### src/rtl/util_axis_1553_encoder.sv
// MIL-STD-1553 Manchester II transmitter: AXI-Stream 16-bit word in, differential pair out.
// A one-deep holding register feeds the shift engine so words can run back-to-back.
module util_axis_1553_encoder #(
  parameter int clock_speed = 100000000,
  parameter int gap_bits    = 0
) (
  input  logic        aclk,
  input  logic        arstn,
  input  logic [15:0] s_axis_tdata,
  input  logic        s_axis_tvalid,
  input  logic [7:0]  s_axis_tuser,
  output logic        s_axis_tready,
  output logic [1:0]  diff
);

  localparam int H  = clock_speed / 2000000;
  localparam int CW = (H > 1) ? $clog2(H) : 1;
  localparam int G  = gap_bits * 2 * H;
  localparam int GW = (G > 1) ? $clog2(G) : 1;
  localparam logic [CW-1:0] C_LAST = CW'(H - 1);
  localparam logic [GW-1:0] G_LAST = (G > 0) ? GW'(G - 1) : '0;

  typedef enum logic [2:0] {S_IDLE, S_SYNC, S_DATA, S_PARITY, S_GAP} state_t;

  state_t        r_state;
  logic [CW-1:0] r_cnt;
  logic [5:0]    r_idx;
  logic [GW-1:0] r_gap;
  logic [16:0]   r_shift;
  logic          r_cmd;
  logic [15:0]   r_hold_data;
  logic          r_hold_cmd;
  logic          r_hold_inv;
  logic          r_full;
  logic          r_tready;
  logic [1:0]    r_diff;

  logic w_hs;
  logic w_half_end;
  logic w_word_end;
  logic w_gap_end;
  logic w_load;
  logic w_active;
  logic w_level;
  logic w_unused_tuser;

  assign w_unused_tuser = ^s_axis_tuser[7:2];
  assign s_axis_tready  = r_tready;
  assign diff           = r_diff;

  always_comb begin
    w_hs       = s_axis_tvalid & r_tready;
    w_half_end = (r_cnt == C_LAST);
    w_word_end = (r_state == S_PARITY) && (r_idx == 6'd39) && w_half_end;
    w_gap_end  = (r_state == S_GAP) && (r_gap == G_LAST);
    w_load     = r_full && ((r_state == S_IDLE) || (w_word_end && (G == 0)) || w_gap_end);
    w_active   = (r_state == S_SYNC) || (r_state == S_DATA) || (r_state == S_PARITY);
    // Sync is 3 half-bits of one level then 3 of the other; bits send ~b then b.
    if (r_state == S_SYNC) w_level = (r_idx >= 6'd3) ^ ~r_cmd;
    else                   w_level = r_idx[0] ? r_shift[16] : ~r_shift[16];
  end

  // Holding register: tready mirrors "empty" one edge later.
  always_ff @(posedge aclk) begin
    if (!arstn) begin
      r_full      <= 1'b0;
      r_tready    <= 1'b0;
      r_hold_data <= '0;
      r_hold_cmd  <= 1'b0;
      r_hold_inv  <= 1'b0;
    end else begin
      if (w_hs) begin
        r_hold_data <= s_axis_tdata;
        r_hold_cmd  <= s_axis_tuser[0];
        r_hold_inv  <= s_axis_tuser[1];
      end
      r_full   <= w_hs | (r_full & ~w_load);
      r_tready <= ~(w_hs | (r_full & ~w_load));
    end
  end

  // Shift engine: diff is registered from the current state, one cycle behind it.
  always_ff @(posedge aclk) begin
    if (!arstn) begin
      r_state <= S_IDLE;
      r_cnt   <= '0;
      r_idx   <= '0;
      r_gap   <= '0;
      r_shift <= '0;
      r_cmd   <= 1'b0;
      r_diff  <= 2'b00;
    end else begin
      r_diff <= w_active ? {~w_level, w_level} : 2'b00;
      if (w_load) begin
        r_state <= S_SYNC;
        r_cnt   <= '0;
        r_idx   <= '0;
        r_gap   <= '0;
        r_shift <= {r_hold_data, (~^r_hold_data) ^ r_hold_inv};
        r_cmd   <= r_hold_cmd;
      end else begin
        case (r_state)
          S_IDLE: begin
            r_cnt <= '0;
            r_idx <= '0;
            r_gap <= '0;
          end
          S_SYNC, S_DATA, S_PARITY: begin
            if (w_half_end) begin
              r_cnt <= '0;
              r_idx <= r_idx + 6'd1;
              if ((r_state != S_SYNC) && r_idx[0]) r_shift <= {r_shift[15:0], 1'b0};
              if (r_idx == 6'd5)       r_state <= S_DATA;
              else if (r_idx == 6'd37) r_state <= S_PARITY;
              else if (r_idx == 6'd39) r_state <= (G > 0) ? S_GAP : S_IDLE;
            end else begin
              r_cnt <= r_cnt + 1'b1;
            end
          end
          S_GAP: begin
            if (w_gap_end) begin
              r_state <= S_IDLE;
              r_gap   <= '0;
            end else begin
              r_gap <= r_gap + 1'b1;
            end
          end
          default: r_state <= S_IDLE;
        endcase
      end
    end
  end

endmodule
### config.mk
export PLATFORM = sky130hd
export DESIGN_NAME = util_axis_1553_encoder
export DESIGN_NICKNAME = d
export VERILOG_FILES = /design/src/rtl/util_axis_1553_encoder.sv
export SDC_FILE = /design/constraint.sdc
export NUM_CORES = 1
export LEC_CHECK = 0
export CAP_MARGIN = 15
export CORE_MARGIN = 1
export CORE_UTILIZATION = 45
export DETAILED_ROUTE_END_ITERATION = 7
export GPL_TIMING_DRIVEN = 0
export HOLD_SLACK_MARGIN = 0.06
export PLACE_DENSITY = 0.63
export SLEW_MARGIN = 20
export SYNTH_ARGS = -nofsm -noshare
export SYNTH_HDL_FRONTEND = slang
export SYNTH_SLANG_ARGS = --single-unit
### constraint.sdc
create_clock -name aclk -period 2.37 [get_ports aclk]
set_input_delay 0.474 -clock aclk [delete_from_list [all_inputs] [get_ports aclk]]
set_output_delay 0.474 -clock aclk [all_outputs]
set_load 0.05 [all_outputs]
# --- Yosys cells after proc, flatten, opt, wreduce, memory -nomap -nowiden ---
# Index checks and enable logic that the tools add are counted.
totals:
  mem_count: 0
  regBits: 56
  out_inout_bits: 3
  mem_bits_rw: 0
  rom_bits: 0
  latchBits: 0
classes:
  n_div: 0
  eq_ne: 16
  bitwise: 13
  n_mux: 19
  addsub: 3
  reduce_logical: 23
  shifts: 0
  mul: 0
  magnitude_cmp: 1
ops:
  columns: ["op", "n"]
  rows:
  - ["2-to-1 mux 17 bit", 4]
  - ["case mux 6 bit (2 select lines)", 2]
  - ["== test 6 bit (second input constant)", 3]
  - ["XNOR reduction 16 bit", 1]
  - ["2-to-1 mux 3 bit", 5]
  - ["adder 6 x 1 -> 6 bit (second input constant)", 2]
  - ["2-to-1 mux 6 bit", 2]
  - ["nonzero test 2 bit", 5]
  - ["case mux 3 bit (3 select lines)", 1]
  - ["NOT 1 bit", 8]
  - ["AND reduction 4 bit", 2]
  - ["== test 3 x 2 -> 1 bit (second input constant)", 2]
  - ["== test 6 x 3 -> 1 bit (second input constant)", 1]
  - [">= comparator 6 x 2 -> 1 bit (second input constant)", 1]
  - ["!= test 2 bit (second input constant)", 3]
  - ["!= test 3 bit (second input constant)", 2]
  - ["logical AND 1 bit", 5]
  - ["!= test 5 bit (second input constant)", 1]
  - ["logical OR 1 bit", 4]
  - ["2-to-1 mux 1 bit", 4]
  - ["!= test 4 bit (second input constant)", 1]
  - ["AND reduction 2 bit", 2]
  - ["== test 3 x 1 -> 1 bit (second input constant)", 1]
  - ["== test 3 bit (second input constant)", 1]
  - ["10 further kinds", 12]

# --- Logic depth before layout (Yosys ltp) ---
# Gate-level depths: netlist of run 1.
depth:
  word_depth: 10
  depth_mapped: 8
  ltp_nobuf: 7

# --- Worst setup path before layout of run 1 ---
# OpenSTA, ideal clock, no wires.
synth_timing:
  path_kind: "register to register"
  from: "reg r_cnt[0]"
  to: "reg r_shift[7]"
  arrival_ns: 1.789
  stages_incl_launch_ff: 8
  n_path_buf: 1
  slack_ns: 0.465
  setup_time_ns: 0.116
  path_cell_list: "dfxtp_1 ha_1 nand4b_2 nor3_4 buf_4 mux2i_1 nand2_1 o211a_1"
synth_via:
  elab_chain_cells: 7
  word_cells_on_any_way: 10
synth_rtl:
  columns: ["element", "line", "source"]
  rows:
  - ["start: declaration", "26", "logic [CW-1:0] r_cnt;"]
  - ["start signal: assignment", "117", "r_cnt <= r_cnt + 1'b1;"]
  - ["== test 6 bit *", "53", "w_half_end = (r_cnt == C_LAST);"]
  - ["logical AND 1 bit", "54", "w_word_end = (r_state == S_PARITY) && (r_idx == 6'd39) && w_half_end;"]
  - ["logical OR 1 bit (2 in a row)", "56", "w_load = r_full && ((r_state == S_IDLE) || (w_word_end && (G == 0)) || w_gap_end);"]
  - ["logical AND 1 bit", "56", null]
  - ["nonzero test 2 bit (no source line)", null, null]
  - ["AND reduction 3 bit (no source line)", null, null]
  - ["end signal: assignment", "99", "r_shift <= {r_hold_data, (~^r_hold_data) ^ r_hold_inv};"]
  - ["end signal: assignment", "112", "if ((r_state != S_SYNC) && r_idx[0]) r_shift <= {r_shift[15:0], 1'b0};"]
  - ["end: declaration", "29", "logic [16:0] r_shift;"]
# Mark *: on every way between the ends. The rest lies on a longest branch, timed or not.
# A chain may end at the register's enable or synchronous reset.

# --- Worst setup path after layout of run 1 ---
layout_timing:
  from: "reg r_cnt[0]"
  to: "reg r_shift[16]"
# Same word-level chain as after synthesis.

==> results of run 1 <==
## cells by family (layout without fill, tap and decap cells)
| family | count (synthesis) | in the layout | synth area share |
|---|---|---|---|
| simple gates | 104 | 104 | 0.1995 |
| flops | 54 | 54 | 0.4331 |
| compound gates | 47 | 47 | 0.1564 |
| xor+xnor | 24 | 24 | 0.09524 |
| mux | 17 | 17 | 0.06817 |
| buf+inv | 17 | 47 | 0.02757 |
| fa+ha+maj | 4 | 4 | 0.02005 |
## power by group
part	internal (mW)	switching [mW]	leakage [nW]
Sequential	0.941	0.0259	0.439
Combinational	0.104	0.0866	0.746
Clock	0.237	0.293	0.0482
## worst register-to-register path, cell delays in order, from the launching register on
cell and delay [ns]:
dfxtp_1 0.38, ha_1 0.21, nand4b_2 0.28, nor4_4 0.44, o21ai_2 0.21, clkbuf_1 0.29
o211a_1 0.28
## through the flow
stage / setup slack [ns] / total power, mW
CTS: 0.1837 / 1.701
floorplan: 0.4652 / 1.111
finish: 0.1790 / 1.687
global placement: 0.2199 / 1.179
global route: 0.01329 / 1.765
detailed placement: 0.2134 / 1.180
## final cells by class
type,instances,area (µm²)
Clock buffer,7,86.33
Fill cell,489,2342
Clock inverter,1,5.005
Tap cell,70,87.58
Buffer,13,53.80
Timing Repair Buffer,22,220.2
Sequential cell,54,1081
Inverter,4,15.01
Multi-Input combinational cell,196,1346
## sequential cells by signal, summed over array words and instances (netlist names), 2 cells and up
name	flops
diff	2
r_shift	17
r_cnt	6
r_state	2
r_hold_data	16
r_idx	6
## worst max path at each step
stage,from,endpoint,slack (ns),cells after the start
after detailed placement,r_cnt[0],r_shift[7],0.21,7
after CTS,r_cnt[0],r_shift[16],0.18,6
after global placement,r_cnt[0],r_shift[12],0.22,7
after global routing,r_cnt[0],r_shift[15],0.01,6
final,r_cnt[0],r_shift[16],0.18,6
after floorplan,r_cnt[0],r_shift[7],0.47,7
## Yosys cell counts (all sizes together)
cell type / instances
a211oi: 1
nor3b: 2
buf: 2
o211a: 16
xnor3: 2
xor2: 9
a311o: 1
and3: 2
a21oi: 1
o221ai: 1
nor2: 19
o2111ai: 1
nor2b: 4
xnor2: 13
a31oi: 1
and4b: 1
nand4b: 1
and2: 1
a22oi: 1
a21boi: 19
inv: 4
nor3: 1
or3b: 1
nand2: 58
nand3: 6
o21ai: 3
ha: 4
or2: 1
nor4: 4
dfxtp: 54
nand2b: 1
nand3b: 2
mux2i: 17
clkbuf: 11
o21a: 2
## metal layers
metal,vias to the layer above,part of all wire
met3,4,0.022
li1,967,-
met5,-,0
met2,25,0.43
met4,0,0.0087
met1,841,0.54
==> flow_summary.toml, run 1 <==
[status]
status = "finished, final reports clean"

[worst_hold_path]
hold_depth = 1
hp-class = "reg2reg"
hold_start = "r_cnt[0]"
worstHoldEndpoint = "r_cnt[0]"

[yosys]
synth_cell_types = 38
synth_area_leaders = "dfxtp_1 43%, nand2_1 8.7%, mux2i_1 6.8%"
yosys_warnings = 0
synth_seq_cells = 54
yosysSeqAreaShare = 0.4331
synth.net_count = 298
synthCells = 267
synth_top_area_cell = "dfxtp_1"
synth_area_mm2 = 0.002496
synth_top_area_share = 0.4331
avgSynthCellArea_um2 = 9.349

[drt]
first_iter_violations = 59
postRouteAntennaNets = 0
wl_per_cell_um = 12.58
vias_per_cell = 5.005
drt_pass1_iterations = 4
wirelength_um = 4617
drc = 0
via_count = 1837

[sta]
tightest_slew_ns = 0.5667
worst_hold_slack_ns = 0.4750
fin_crit_ns = 2.191
rsz0062_at_grt = "no"
fin_setup_tns_ns = 0
clock.fmax_ghz = 0.4564
relSlewSlack = 0.6222
setup_viol = 0
period_share = 0.9245
slew_violations = 0
hold_viol = 0
fin_worst_skew_ns = 0.006264

[global_route]
grt_pass1_vias = 1723
top_usage_layer = "met2"
antenna_found_initial = 0
grt.met3_usage = 0.03593
grtUsageMet2 = 0.2613
gr-usage-all-layers = 0.1758
met1_usage = 0.2520
grt_max_degree = 16
overflow = 0
grt_first_pass_wirelength_um = 8280

[clock_tree]
cts.sinks = 54
cts_inserted_buffers = 5
post_cts_buffers = 0
htreeDepth = 2
clk_latency_ns = 0.30
cts_resized = 0
cts-root-buf = "clkbuf_8"
clockBufferDepth = 2
cts_tree = "yes"
path_clk_slew_ns = 0.09
ctsHoldBuffers = 0

[worst_setup_path]
rr_worst_depth = 6
crit_slowest_cell = "nor4_4"
cpPeakStageDelay_ns = 0.44
crit_buf_inv = 1
cp_cell_sequence = "ha_1 -> nand4b_2 -> nor4_4 -> o21ai_2 -> clkbuf_1 -> o211a_1"
setup.worst_path.start_class = "flop"
critPathCaptureType = "flop"
cp_top_family = "simple AND/OR/NAND/NOR gates"
cp.arrival_ns = 2.39
r2r-end = "r_shift[16]"
r2r-start = "r_cnt[0]"
critPathKind = "reg2reg"
cp.required_ns = 2.57
r2r_slack_ns = 0.18
critPathMaxFanout = 10

[die]
initial_utilization = 0.4766
pin_count = 30
row_count = 26
fp.dieH_um = 76.48
core-area_mm2 = 0.005238
die_width_um = 76.48
dieArea_mm2 = 0.005849

[finish]
final_cell_mix = "58 x nand2_1, 54 x dfxtp_1, 22 x clkdlybuf4s50_1"
final_common_cell = "nand2_1"
area_delta_synth_final_pct = 15.99
num-nets-final = 327
layout-drive-gt1-share = 0.05051
postLayoutCoreUtil = 0.5528
num_antenna_cells = 0
layoutNonFillerInstCount = 367
fin_area_mm2 = 0.002895

[power_and_ir_drop]
power_leakage_nw = 1.233
powerDensity_mw_per_mm2 = 582.6
ir_drop_mv = 0.3250

[place]
dp.cells = 359
dpl.hpwl_um = 3413
gp_congestion = 0.7658
placed_area_mm2 = 0.002804
portBuffers = 22

[job]
drv_cap = 0
No activity file was read; power rests on OpenSTA's default activity.
==> run 2, diff against run 1 <==
==> constraint.sdc (replaced) <==
create_clock -name aclk -period 2.15 [get_ports aclk]
set_input_delay 0.43 -clock aclk [delete_from_list [all_inputs] [get_ports aclk]]
set_output_delay 0.43 -clock aclk [all_outputs]
set_load 0.05 [all_outputs]
==> flow_summary.toml, run 2 (same netlist as run 1, synthesis figures left out) <==
[power_and_ir_drop]
p_clk_frac = 0.313
powerDensity_mw_per_mm2 = 631.8
p_int_mw = 1.413
p_sw_mw = 0.4473
combPwrFrac = 0.114
p_sw_frac = 0.2404
seqPwrFrac = 0.573
ir_drop_mv = 0.3576
power_leakage_nw = 1.278

[job]
drv_cap = 0

[drt]
wl_per_cell_um = 12.67
drt_pass1_iterations = 4
wirelength_um = 4700
first_iter_violations = 44
vias_per_cell = 4.984
postRouteAntennaNets = 0
via_count = 1849
drc = 0

[finish]
num-nets-final = 331
fin_area_mm2 = 0.002945
layoutNonFillerInstCount = 371
num_antenna_cells = 0
area_delta_synth_final_pct = 17.99
final_cell_mix = "58 x nand2_1, 53 x dfxtp_1, 22 x clkdlybuf4s50_1"
reg_top3 = "r_shift: 17 flops, r_hold_data: 16 flops"
final_common_cell = "nand2_1"
largest_register = "r_shift"
largest_register_ffs = 17
layout-drive-gt1-share = 0.07309

[place]
portBuffers = 22
dpl.hpwl_um = 3413
post-place-ws_ns = -0.006621
placed_area_mm2 = 0.002804
dp.cells = 359
gp_congestion = 0.7658

[worst_setup_path]
critPathMaxFanout = 10
critPathKind = "reg2reg"
cp.required_ns = 2.35
cpPeakStageDelay_ns = 0.42
crit_slowest_cell = "nor4_4"
cp.arrival_ns = 2.20
cp_cell_sequence = "ha_1 -> nand4b_4 -> nor4_4 -> o21ai_4 -> and4b_1 -> a311o_1"
r2r_slack_ns = 0.15
critPathCaptureType = "flop"
setup.worst_path.start_class = "flop"

[sta]
clock.fmax_ghz = 0.5011
slew_violations = 0
hold_viol = 0
layout_setup_ws_ns = 0.1542
period_share = 0.9283
fin_worst_skew_ns = 0.006492
relSlewSlack = 0.6139
rsz0062_at_grt = "no"
tightest_slew_ns = 0.5792
fin_setup_tns_ns = 0
setup_viol = 0
fin_crit_ns = 1.996

[die]
row_count = 26
pin_count = 30
dieArea_mm2 = 0.005849
core-area_mm2 = 0.005238
fp.dieH_um = 76.48
die_width_um = 76.48
initial_utilization = 0.4766

[clock_tree]
cts_inserted_buffers = 5
cts_tree = "yes"
htreeDepth = 2
path_clk_slew_ns = 0.09
clockBufferDepth = 2
clk_latency_ns = 0.31
ctsHoldBuffers = 0
cts-root-buf = "clkbuf_8"
cts.sinks = 54

[global_route]
grt_pass1_vias = 1730
gr-usage-all-layers = 0.1758
antenna_found_initial = 0
grt_first_pass_wirelength_um = 8286
overflow = 0
grt_max_degree = 16

[worst_hold_path]
hp-class = "reg2reg"

[status]
status = "finished, final reports clean"
-- run 2: per-stage QoR --
step | utilization | hold WS, ns | power (mW)
2_1_floorplan | - | 0.4294 | 1.224
3_3_place_gp | 0.5354 | 0.4454 | 1.300
3_5_place_dp | 0.5354 | 0.4593 | 1.301
4_1_cts | 0.5528 | 0.4815 | 1.875
5_1_grt | 0.5624 | 0.5042 | 1.948
6_report | 0.5624 | 0.4749 | 1.861
-- run 2: layout make-up --
cell class	count	area (µm²)
Fill cell	481	2292
Buffer	13	56.30
Tap cell	70	87.58
Multi-Input combinational cell	196	1363
Timing Repair Buffer	26	250.2
Inverter	4	15.01
Clock buffer	7	86.33
Sequential cell	54	1082
Clock inverter	1	5.005
-- run 2: worst paths after layout --
kind,startpoint,to,cells after the start
worst max-delay path,r_cnt[0],r_shift[0],6
worst min register to register,r_cnt[0],r_cnt[0],1
worst min-delay path,r_cnt[0],r_cnt[0],1
worst max register to register,r_cnt[0],r_shift[0],6
-- run 2: worst max-delay path: cells and delay by family (launching register included) --
| family | cells | cell delay (ns) |
|---|---|---|
| AO/OA/AOI/OAI | 2 | 0.41 |
| flip-flops | 1 | 0.38 |
| adder cells (fa/ha/maj) | 1 | 0.24 |
| AND/OR/NAND/NOR | 3 | 0.87 |
-- run 2: power groups by stage --
| stage | clock [mW] | combinational, mW | sequential, mW |
|---|---|---|---|
| 6_report | 0.583 | 0.212 | 1.07 |
| 5_1_grt | 0.640 | 0.235 | 1.07 |
| 4_1_cts | 0.596 | 0.213 | 1.07 |
| 3_5_place_dp | 0 | 0.212 | 1.09 |
| 3_3_place_gp | 0 | 0.211 | 1.09 |
| 2_1_floorplan | 0 | 0.137 | 1.09 |
-- run 2: per-layer routing --
metal	track usage	part of all wire	wire length, µm	up-vias
li1	-	-	-	976
met1	0.2513	0.54	2517	848
met2	0.2622	0.43	2024	21
met3	0.03593	0.024	113	4
met4	0.05769	0.0094	44	0
met5	0	0	0	-
-- run 2: timing repair --
action / CTS / global route
gates resized for setup: 0 / 7
gates cloned: 0 / 0
pin swaps: 2 / 2
setup endpoints to repair: 10 / 19
setup buffers: 0 / 4
==> run 3, diff against run 2 <==
--- a/config.mk
+++ b/config.mk
@@ -10,7 +10,6 @@
 export CORE_UTILIZATION = 45
 export DETAILED_ROUTE_END_ITERATION = 7
 export GPL_TIMING_DRIVEN = 0
-export HOLD_SLACK_MARGIN = 0.06
 export PLACE_DENSITY = 0.63
 export SLEW_MARGIN = 20
 export SYNTH_ARGS = -nofsm -noshare
==> results of run 3 <==
Final layout, timing and power as in run 2 (identical DEF).
